==> config.mk <==
export PLATFORM = sky130hd
export DESIGN_NAME = systolic_ctrl
export DESIGN_NICKNAME = d
export VERILOG_FILES = /design/src/rtl/tpu_pkg.sv /design/src/rtl/skew_pipe.sv /design/src/rtl/systolic_ctrl.sv
export SDC_FILE = /design/constraint.sdc
export NUM_CORES = 1
export LEC_CHECK = 0
export CAP_MARGIN = 20
export CORE_MARGIN = 2
export CORE_UTILIZATION = 36
export CTS_BUF_LIST = sky130_fd_sc_hd__clkbuf_16
export DETAILED_ROUTE_END_ITERATION = 16
export PLACE_DENSITY = 0.66
export SKIP_CTS_REPAIR_TIMING = 1
export SYNTH_ARGS = -nofsm -noshare
export SYNTH_HDL_FRONTEND = slang
export SYNTH_SLANG_ARGS = --single-unit
==> constraint.sdc <==
create_clock -name clk -period 6.5 [get_ports clk]
set_clock_uncertainty 0.05 [all_clocks]
set_input_delay 1.625 -clock clk [delete_from_list [all_inputs] [get_ports clk]]
set_output_delay 1.625 -clock clk [all_outputs]
set_load 0.05 [all_outputs]
==> src/rtl/tpu_pkg.sv <==
// Shared definitions for the systolic array sequencer: Q8.8 word format
// and the sequencer state encoding.
package tpu_pkg;

  localparam int Q_DATA_WIDTH = 16;
  localparam int Q_FRAC_BITS  = 8;

  typedef logic signed [Q_DATA_WIDTH-1:0] q88_t;

  typedef enum logic [2:0] {
    IDLE   = 3'd0,
    LOAD_W = 3'd1,
    SWITCH = 3'd2,
    STREAM = 3'd3,
    DRAIN  = 3'd4
  } state_e;

endpackage

==> src/rtl/skew_pipe.sv <==
// Per-lane delay line for the west-edge bundle: lane r is delayed by r
// register stages relative to lane 0, which passes straight through.
// The caller registers lane 0 before it enters this block.
module skew_pipe
  import tpu_pkg::*;
#(
  parameter int ROWS = 2,
  parameter int W    = 18
) (
  input  logic            clk,
  input  logic            rst,
  input  logic [ROWS*W-1:0] lanes_i,
  output logic [ROWS*W-1:0] lanes_o
);

  for (genvar r = 0; r < ROWS; r++) begin : g_lane
    if (r == 0) begin : g_pass
      assign lanes_o[W-1:0] = lanes_i[W-1:0];
    end else begin : g_dly
      logic [r*W-1:0] chain_q;
      if (r == 1) begin : g_one
        // single-stage delay for lane 1
        always_ff @(posedge clk) begin
          if (rst) chain_q <= '0;
          else     chain_q <= lanes_i[r*W +: W];
        end
      end else begin : g_many
        // shift chain: newest entry at the bottom, oldest at the top
        always_ff @(posedge clk) begin
          if (rst) chain_q <= '0;
          else     chain_q <= {chain_q[(r-1)*W-1:0], lanes_i[r*W +: W]};
        end
      end
      assign lanes_o[r*W +: W] = chain_q[r*W-1 -: W];
    end
  end

endmodule

==> src/rtl/systolic_ctrl.sv <==
// Sequencer for a weight-stationary ROWS x COLS PE array: loads a weight
// tile, issues the background/foreground switch, streams skewed activation
// vectors and drains the array. Define SYSTOLIC_CTRL_PERF_EN to build the
// stall_cycles performance counter; otherwise stall_cycles is tied to 0.
module systolic_ctrl
  import tpu_pkg::*;
#(
  parameter int ROWS       = 2,
  parameter int COLS       = 2,
  parameter int DATA_WIDTH = Q_DATA_WIDTH,
  parameter int CNT_WIDTH  = 16
) (
  input  logic                       clk,
  input  logic                       rst,
  input  logic                       start,
  input  logic [CNT_WIDTH-1:0]       num_vectors,
  input  logic [COLS*DATA_WIDTH-1:0] w_data,
  input  logic                       w_valid,
  output logic                       w_ready,
  input  logic [ROWS*DATA_WIDTH-1:0] x_data,
  input  logic                       x_valid,
  output logic                       x_ready,
  output logic [COLS*DATA_WIDTH-1:0] arr_weight,
  output logic [COLS-1:0]            arr_accept_w,
  output logic [ROWS*DATA_WIDTH-1:0] arr_input,
  output logic [ROWS-1:0]            arr_valid,
  output logic [ROWS-1:0]            arr_switch,
  output logic                       arr_enabled,
  output logic                       busy,
  output logic                       done,
  output logic [31:0]                stall_cycles
);

  localparam int LANE_W = DATA_WIDTH + 2;
  localparam logic [CNT_WIDTH-1:0] LOAD_LAST  = CNT_WIDTH'(ROWS - 1);
  localparam logic [CNT_WIDTH-1:0] DRAIN_LAST = CNT_WIDTH'(ROWS + COLS - 1);

  state_e                    state_q, state_d;
  logic [CNT_WIDTH-1:0]      cnt_q, cnt_d;
  logic [CNT_WIDTH-1:0]      num_q, num_d;
  logic                      done_q, done_d;
  logic                      enabled_q;
  logic [COLS*DATA_WIDTH-1:0] weight_q;
  logic [COLS-1:0]           accept_q;
  logic [ROWS*DATA_WIDTH-1:0] inj_data_q;
  logic                      inj_vld_q;
  logic                      inj_sw_q;
  logic [ROWS*LANE_W-1:0]    lanes_in;
  logic [ROWS*LANE_W-1:0]    lanes_out;
  logic                      w_hs;
  logic                      x_hs;

  assign w_ready = (state_q == LOAD_W);
  assign x_ready = (state_q == STREAM);
  assign w_hs    = w_valid && w_ready;
  assign x_hs    = x_valid && x_ready;

  // next-state logic; one counter is reused for weight beats, vectors and drain
  always_comb begin
    state_d = state_q;
    cnt_d   = cnt_q;
    num_d   = num_q;
    done_d  = 1'b0;
    case (state_q)
      IDLE: begin
        if (start) begin
          num_d   = num_vectors;
          cnt_d   = '0;
          state_d = LOAD_W;
        end
      end
      LOAD_W: begin
        if (w_hs) begin
          if (cnt_q == LOAD_LAST) begin
            cnt_d   = '0;
            state_d = SWITCH;
          end else begin
            cnt_d = cnt_q + 1'b1;
          end
        end
      end
      SWITCH: begin
        cnt_d   = '0;
        state_d = (num_q != '0) ? STREAM : DRAIN;
      end
      STREAM: begin
        if (x_hs) begin
          if (cnt_q == num_q - 1'b1) begin
            cnt_d   = '0;
            state_d = DRAIN;
          end else begin
            cnt_d = cnt_q + 1'b1;
          end
        end
      end
      DRAIN: begin
        if (cnt_q == DRAIN_LAST) begin
          cnt_d   = '0;
          done_d  = 1'b1;
          state_d = IDLE;
        end else begin
          cnt_d = cnt_q + 1'b1;
        end
      end
      default: state_d = IDLE;
    endcase
  end

  // control state registers
  always_ff @(posedge clk) begin
    if (rst) begin
      state_q   <= IDLE;
      cnt_q     <= '0;
      num_q     <= '0;
      done_q    <= 1'b0;
      enabled_q <= 1'b0;
    end else begin
      state_q   <= state_d;
      cnt_q     <= cnt_d;
      num_q     <= num_d;
      done_q    <= done_d;
      enabled_q <= 1'b1;
    end
  end

  // north edge: forward each accepted weight row one cycle later, hold otherwise
  always_ff @(posedge clk) begin
    if (rst) begin
      weight_q <= '0;
      accept_q <= '0;
    end else begin
      accept_q <= {COLS{w_hs}};
      if (w_hs) weight_q <= w_data;
    end
  end

  // west edge lane-0 stage: switch pulse, activation beats or bubbles
  always_ff @(posedge clk) begin
    if (rst) begin
      inj_data_q <= '0;
      inj_vld_q  <= 1'b0;
      inj_sw_q   <= 1'b0;
    end else begin
      inj_vld_q <= x_hs;
      inj_sw_q  <= (state_q == SWITCH);
      if (x_hs) inj_data_q <= x_data;
    end
  end

  for (genvar r = 0; r < ROWS; r++) begin : g_lane
    assign lanes_in[r*LANE_W +: LANE_W] =
      {inj_sw_q, inj_vld_q, inj_data_q[r*DATA_WIDTH +: DATA_WIDTH]};
    assign arr_input[r*DATA_WIDTH +: DATA_WIDTH] = lanes_out[r*LANE_W +: DATA_WIDTH];
    assign arr_valid[r]  = lanes_out[r*LANE_W + DATA_WIDTH];
    assign arr_switch[r] = lanes_out[r*LANE_W + DATA_WIDTH + 1];
  end

  skew_pipe #(
    .ROWS (ROWS),
    .W    (LANE_W)
  ) u_skew (
    .clk     (clk),
    .rst     (rst),
    .lanes_i (lanes_in),
    .lanes_o (lanes_out)
  );

`ifdef SYSTOLIC_CTRL_PERF_EN
  logic [31:0] stall_q;

  // count handshake-less cycles in LOAD_W and STREAM, saturating
  always_ff @(posedge clk) begin
    if (rst) begin
      stall_q <= '0;
    end else if ((state_q == IDLE) && start) begin
      stall_q <= '0;
    end else if (((state_q == LOAD_W) && !w_valid) ||
                 ((state_q == STREAM) && !x_valid)) begin
      if (stall_q != '1) stall_q <= stall_q + 1'b1;
    end
  end

  assign stall_cycles = stall_q;
`else
  assign stall_cycles = '0;
`endif

  assign arr_weight   = weight_q;
  assign arr_accept_w = accept_q;
  assign arr_enabled  = enabled_q;
  assign busy         = (state_q != IDLE);
  assign done         = done_q;

endmodule

==> results of run 1 <==
-- through the flow --
stage	util	hold WS (ns)	cells	cell area, um2	total power [W]
after global placement	0.459	0.387	989	6950	0.00165
after floorplan	-	0.382	736	5680	0.00146
after global routing	0.505	0.413	1025	7640	0.00275
after detailed placement	0.463	0.392	991	7010	0.00166
final	0.505	0.397	1025	7640	0.00261
after CTS	0.502	0.400	1023	7610	0.00262
-- where the power goes --
part	leakage (nW)	internal, W	switching, W
logic	1.54	0.000289	0.000493
clock network	0.297	0.000581	0.000371
registers	0.988	0.000812	0.0000620
total	2.82	0.00168	0.000926
-- kinds of logic after synthesis --
logic type | share of synthesized area
muxes | 0.00360
and+or+nand+nor | 0.257
DFF | 0.439
adders and majority gates | 0.00675
buffers and inverters | 0.108
AOI/OAI and AO/OA | 0.152
other | 0.000675
xor gates and xnor gates | 0.0331
-- placed cells by master (no fill, tap or decap), types with 5 or more instances in the layout --
master           netlist  layout
a211o_1                5       5
a211oi_1              10      10
a21o_1                 7       7
a21oi_1               87      87
and2_1                 8       8
buf_4                 53       5
clkbuf_16              0      17
clkdlybuf4s50_1        0     158
conb_1                 1      32
dfxtp_1              122     122
inv_1                  7       7
inv_6                  0       5
nand2_1              191     191
nand3_1               13      13
nor2_1                18      18
nor2b_1               21      21
nor3_1                16      16
nor3b_1                5       5
nor4_1                11      11
o21ai_0                7       7
xnor2_1               10      10
xor2_1                11      11
-- how the worst max path moves through the flow --
stage,to,slack (ns),depth (start not counted),start
6_report,w_ready,2.47,3,state_q[0]
5_1_grt,w_ready,2.27,3,state_q[0]
4_1_cts,w_ready,2.44,3,state_q[0]
3_5_place_dp,cnt_q[9],2.71,7,x_valid
3_3_place_gp,cnt_q[3],2.74,7,x_valid
2_1_floorplan,w_ready,3.37,2,state_q[0]
-- registers in the layout (all words and copies together) (netlist names), 3 cells and up --
name                         flops
num_q                           16
state_q                          3
u_skew.g_lane.g_dly.chain_q     18
cnt_q                           16
inj_data_q                      32
arr_weight                      32
-- layer usage --
layer / part of all wire / wire length (um) / global-route usage
met1: 0.45 / 6170 / 0.220
met2: 0.47 / 6390 / 0.261
met3: 0.079 / 1090 / 0.0551
met4: 0.0038 / 52 / 0.0401
met5: 0 / 0 / 0
-- layout make-up --
class	count	area, um2
clock inverters	15	179
inverters	7	26.3
repair buffers	166	1700
well taps	188	235
fillers	1441	7500
multi-input cells	510	2640
clock buffers	17	425
flip-flops and latches	122	2440
-- worst reg2reg max path, delay by kind of cell, from the launching register on --
| family | cells | cell delay, ns |
|---|---|---|
| AOI/OAI and AO/OA | 4 | 2.04 |
| xor gates and xnor gates | 1 | 0.13 |
| adders and majority gates | 1 | 0.31 |
| buffers and inverters | 1 | 0.08 |
| DFF | 1 | 0.49 |
| and+or+nand+nor | 2 | 0.25 |
==> metrics.txt, run 1 <==
layout cells sized above 1 0.0597; vias in the first global route 4344; Synth Flop Type dfxtp_1; Worst slew margin 0.344; worst-case clock buffer depth 2; Fmax achieved 0.248 GHz; Die Span Y 128 um; final hold vios 0; IO Count 192; top-area cell type share of the netlist area 0.439; clock sinks 122; r2r setup slk between 3 and 4 ns; setup violators final 0; leading post-synthesis cells by cell area dfxtp_1, nand2_1, a21oi_1; Worst-Margin Slew just under 1 ns; worst-path maximum fanout 8; Root Buffer clkbuf_16; drt wl/cell 13.4 um; slowest stage delay, CP 0.92 ns; critical-path cell list nor2b_1 -> nor2b_1 -> clkdlybuf4s50_1; Cells after Synth 705; synth-to-layout area growth 37.5%; R2R depth 9; Ys Warns 0; status completed; synth unique cells 58; Worst Hold Launch inj_data_q[27]; dpl ws 2.71 ns; Worst Path Arrival between 2 and 2.5 ns; Seq/Total Area, Yosys 0.439; die area roughly 16000 um2; final worst-path cycle share 0.620; initial antenna violation count 0; WL final 13700 um; GR Overflow Total 0; Top Family by Delay on Critical Path buffers and inverters; nets 912; CTS H-tree depth 4; FF-to-FF Start num_q[0]; vias 4866; first-pass GRT wire length 21900 um; hold path cells 2; Static Leak 2.82 nW; core area 15100 um2; final critical-path required period 4.03 ns; hold crit path type reg -> reg; leading area contributor after synthesis dfxtp_1; kind of critical path reg -> out; hold endpoint inj_data_q[27]; commonest cells in the netlist nand2_1, dfxtp_1, a21oi_1; drt pass-1 iters 5; worst vdd ir 0.195 mV; Worst Setup Start Kind flip-flop; P per Cell Area 341 nW/um2; Die Wd 128 um; worst path bufs/invs 1; post-route ant nets 0; most common cell in the netlist nand2_1; worst skew pair latency 0.40 ns; syn_area_per_cell 7.89 um2; DRC violations left 0; Slowest-stage cell, CP clkdlybuf4s50_1; ys async rst share 0; CTS tree built; # port buffers 159; FP Rows 45; Worst-path clk slew approximately 0.060 ns; Post-Route Setup TNS 0 ns; DR iter-0 viols 268; largest net degree at the start of global routing 99; Mapped Area 5560 um2; RSZ-0062 raised after global routing false; max_cap viols 0; Num CTS Buffers 17; HPWL after DPL 9720 um; Final Wtd Congestion 0.825; EDFF count, synth 0; Yosys reg bits 122; Crit path required time around 4.8 ns; CP dominant cell by count nor2b_1; Setup WS post-layout approximately 2.5 ns; Initial Util 0.367; Reg-to-Reg End cnt_q[15]; GRT Total Usage 0.166; Slew Limit Fails 0; Critical Path End Type output pin; Vias/cell 4.75; diodes inserted 0
(Power assumes the default switching activity.)
==> run 2, diff against run 1 <==
- PLACE_DENSITY: 0.66 -> 0.69
- clock period: 6.5 -> 3.6 ns (I/O delays scaled with it)
==> run 2 against run 1 <==
Compared with the run above: total power is 83% higher; combinational power is 80% higher; final cell count is 0.29% higher; utilization is 0.17 points lower; largest cell class unchanged; cell area is 0.33% lower; sequential power is 81% higher; largest power group unchanged; count of clock-buffer cells in the layout stayed put; setup slack worse by 2.2 ns; worst hold slack better by 0.00082 ns; via count is 2.0% higher; flip-flop and latch count stayed put.
==> metrics.txt, run 2 (synthesis results as in run 1) <==
first-pass GRT wire length 22700 um (+3.7%); WL final 14200 um (+3.6%); CTS H-tree depth 4 (unchanged); Root Buffer clkbuf_16; diodes inserted 0 (unchanged); R2R depth 11 (+2); origin of the worst setup path state_q[0]; post-route cell area 7620 um2 (-0.33%); FP Rows 45 (unchanged); Crit path required time 2.65 ns (-2.18 ns); FILL cells 1462 (+1.5%); HPWL after DPL 9780 um (+0.65%); commonest non-fill, non-tap cells in the layout nand2_1, clkdlybuf4s50_1, dfxtp_1, a21oi_1, conb_1; P per Cell Area 625 nW/um2 (+83%); status completed; synth-to-layout area growth 37.1%; worst-case clock buffer depth 2 (unchanged); clock sinks 122 (unchanged); largest net degree at the start of global routing 94 (-5.1%); Num CTS Buffers 17 (unchanged); most common cell after layout, fill and taps aside nand2_1; Worst Path Arrival 2.40 ns (+0.05 ns); final hold vios 0 (unchanged); Pint 0.00309 W (+84%); Vias/cell 4.83 (+1.7%); max_cap viols 0 (unchanged); initial antenna violation count 0 (unchanged); FF-to-FF Start num_q[0]; worst vdd ir 0.350 mV (+79%); worst skew pair latency 0.41 ns (about the same); P_sw 0.00167 W (+81%); Die Wd 128 um (unchanged); Worst-path clk slew 0.06 ns (about the same); layout cells sized above 1 0.0631 (+0.00336); Top Family by Delay on Critical Path buffers and inverters; drt pass-1 iters 4 (-1); kind of critical path reg -> out; final worst-path cycle share 0.931; Slowest-stage cell, CP clkdlybuf4s50_1; # port buffers 159 (unchanged); drt wl/cell 13.8 um (+3.3%); Slew Limit Fails 0 (unchanged); RSZ-0062 raised after global routing false; final critical-path required period 3.35 ns; hold crit path type reg -> reg; worst-path maximum fanout 8 (unchanged); post-route ant nets 0 (unchanged); dpl ws 0.557 ns (-2.15 ns); GRT Total Usage 0.173 (+0.00778); vias in the first global route 4600 (+5.9%); Static Leak 2.81 nW (-0.67%); DR iter-0 viols 261 (-2.6%); Critical Path End Type output pin; Util after Layout 0.503 (-0.00165); critical path depth in cells 3 (unchanged); worst path bufs/invs 1 (unchanged); GR Overflow Total 0 (unchanged); critical-path cell list nor2b_1 -> nor2b_1 -> clkdlybuf4s50_1; core area 15100 um2 (unchanged); Reg-to-Reg End cnt_q[15]; vias 4965 (+2.0%); Worst slew margin 0.357 (+0.0132); Final Wtd Congestion 0.851 (+3.1%); Reg power frac 0.332 (-0.003); Net Sw Frac 0.352 (-0.00337); die area 16500 um2 (unchanged); Setup WS post-layout 0.247 ns (-2.23 ns); CTS tree built; slowest stage delay, CP 0.93 ns (about the same); worst setup path endpoint w_ready; Comb pwr share 0.297 (-0.003); setup violators final 0 (unchanged); Post-Route Setup TNS 0 ns (unchanged); Initial Util 0.367 (unchanged); CP dominant cell by count nor2b_1; Worst-Margin Slew 0.964 ns (-0.0198 ns); nets 915 (+0.33%); placed cell areas 7000 um2 (about the same); DRC violations left 0 (unchanged); Die Span Y 128 um (unchanged); Fmax achieved 0.298 GHz; IO Count 192 (unchanged); r2r setup slk 0.59 ns (-2.45 ns); Worst Setup Start Kind flip-flop; Clock power frac 0.371 (+0.006)
run 2: cell types whose count changed in the layout (fill, tap and decap cells not counted), sizes merged:
cell,previous run,this run
bufinv,2,3
buf,8,11
inv,16,12
clkinvlp,1,4
run 2: through the flow:
| stage | instances | hold WS [ns] | total power, W |
|---|---|---|---|
| 6_report | 1028 | 0.398 | 0.00476 |
| 5_1_grt | 1028 | 0.422 | 0.00501 |
| 4_1_cts | 1028 | 0.401 | 0.00480 |
| 3_5_place_dp | 996 | 0.392 | 0.00302 |
| 3_3_place_gp | 996 | 0.387 | 0.00301 |
| 2_1_floorplan | 736 | 0.382 | 0.00264 |
run 2: layout make-up:
| cell class | instances | area [um2] | share of cell area |
|---|---|---|---|
| Tap cell | 188 | 235 | 0.0309 |
| Timing Repair Buffer | 169 | 1660 | 0.218 |
| Multi-Input combinational cell | 510 | 2640 | 0.346 |
| Inverter | 7 | 26.3 | 0.00345 |
| Clock inverter | 15 | 191 | 0.0251 |
| Clock buffer | 17 | 425 | 0.0558 |
| Sequential cell | 122 | 2440 | 0.321 |
run 2: routing by layer:
| metal | up-vias | routed length, um | global-route usage |
|---|---|---|---|
| li1 | 2535 | - | - |
| met1 | 2257 | 6390 | 0.224 |
| met2 | 152 | 6480 | 0.269 |
| met3 | 21 | 1050 | 0.0538 |
| met4 | 0 | 265 | 0.0705 |
| met5 | - | 0 | 0 |
run 2: worst min-delay path by stage:
stage | end | cells past startpoint | slack (ns) | from
after CTS | inj_data_q[23] | 2 | 0.40 | inj_data_q[23]
after global routing | u_skew.g_lane[1].g_dly.chain_q[7] | 1 | 0.42 | inj_data_q[23]
after detailed placement | inj_data_q[26] | 2 | 0.39 | inj_data_q[26]
after global placement | inj_data_q[26] | 2 | 0.39 | inj_data_q[26]
final | inj_data_q[20] | 2 | 0.40 | inj_data_q[20]
after floorplan | inj_data_q[16] | 2 | 0.38 | inj_data_q[16]
run 2: worst register-to-register path, cell delays in order (launching register included):
cell      delay (ns)
dfxtp_1         0.49
inv_1           0.08
ha_1            0.40
o21ba_2         0.28
a221oi_1        0.29
a41o_1          0.16
o311a_1         0.16
nand4b_1        0.16
a21oi_2         0.19
buf_4           0.24
nor2_2          0.08
a221o_1         0.31
run 2: power by group through the flow:
stage	registers [W]	logic [W]	clock network, W
after global placement	0.00160	0.00141	0
after global routing	0.00160	0.00154	0.00187
after floorplan	0.00176	0.000871	0
after detailed placement	0.00161	0.00141	0
final	0.00158	0.00141	0.00177
after CTS	0.00158	0.00142	0.00180
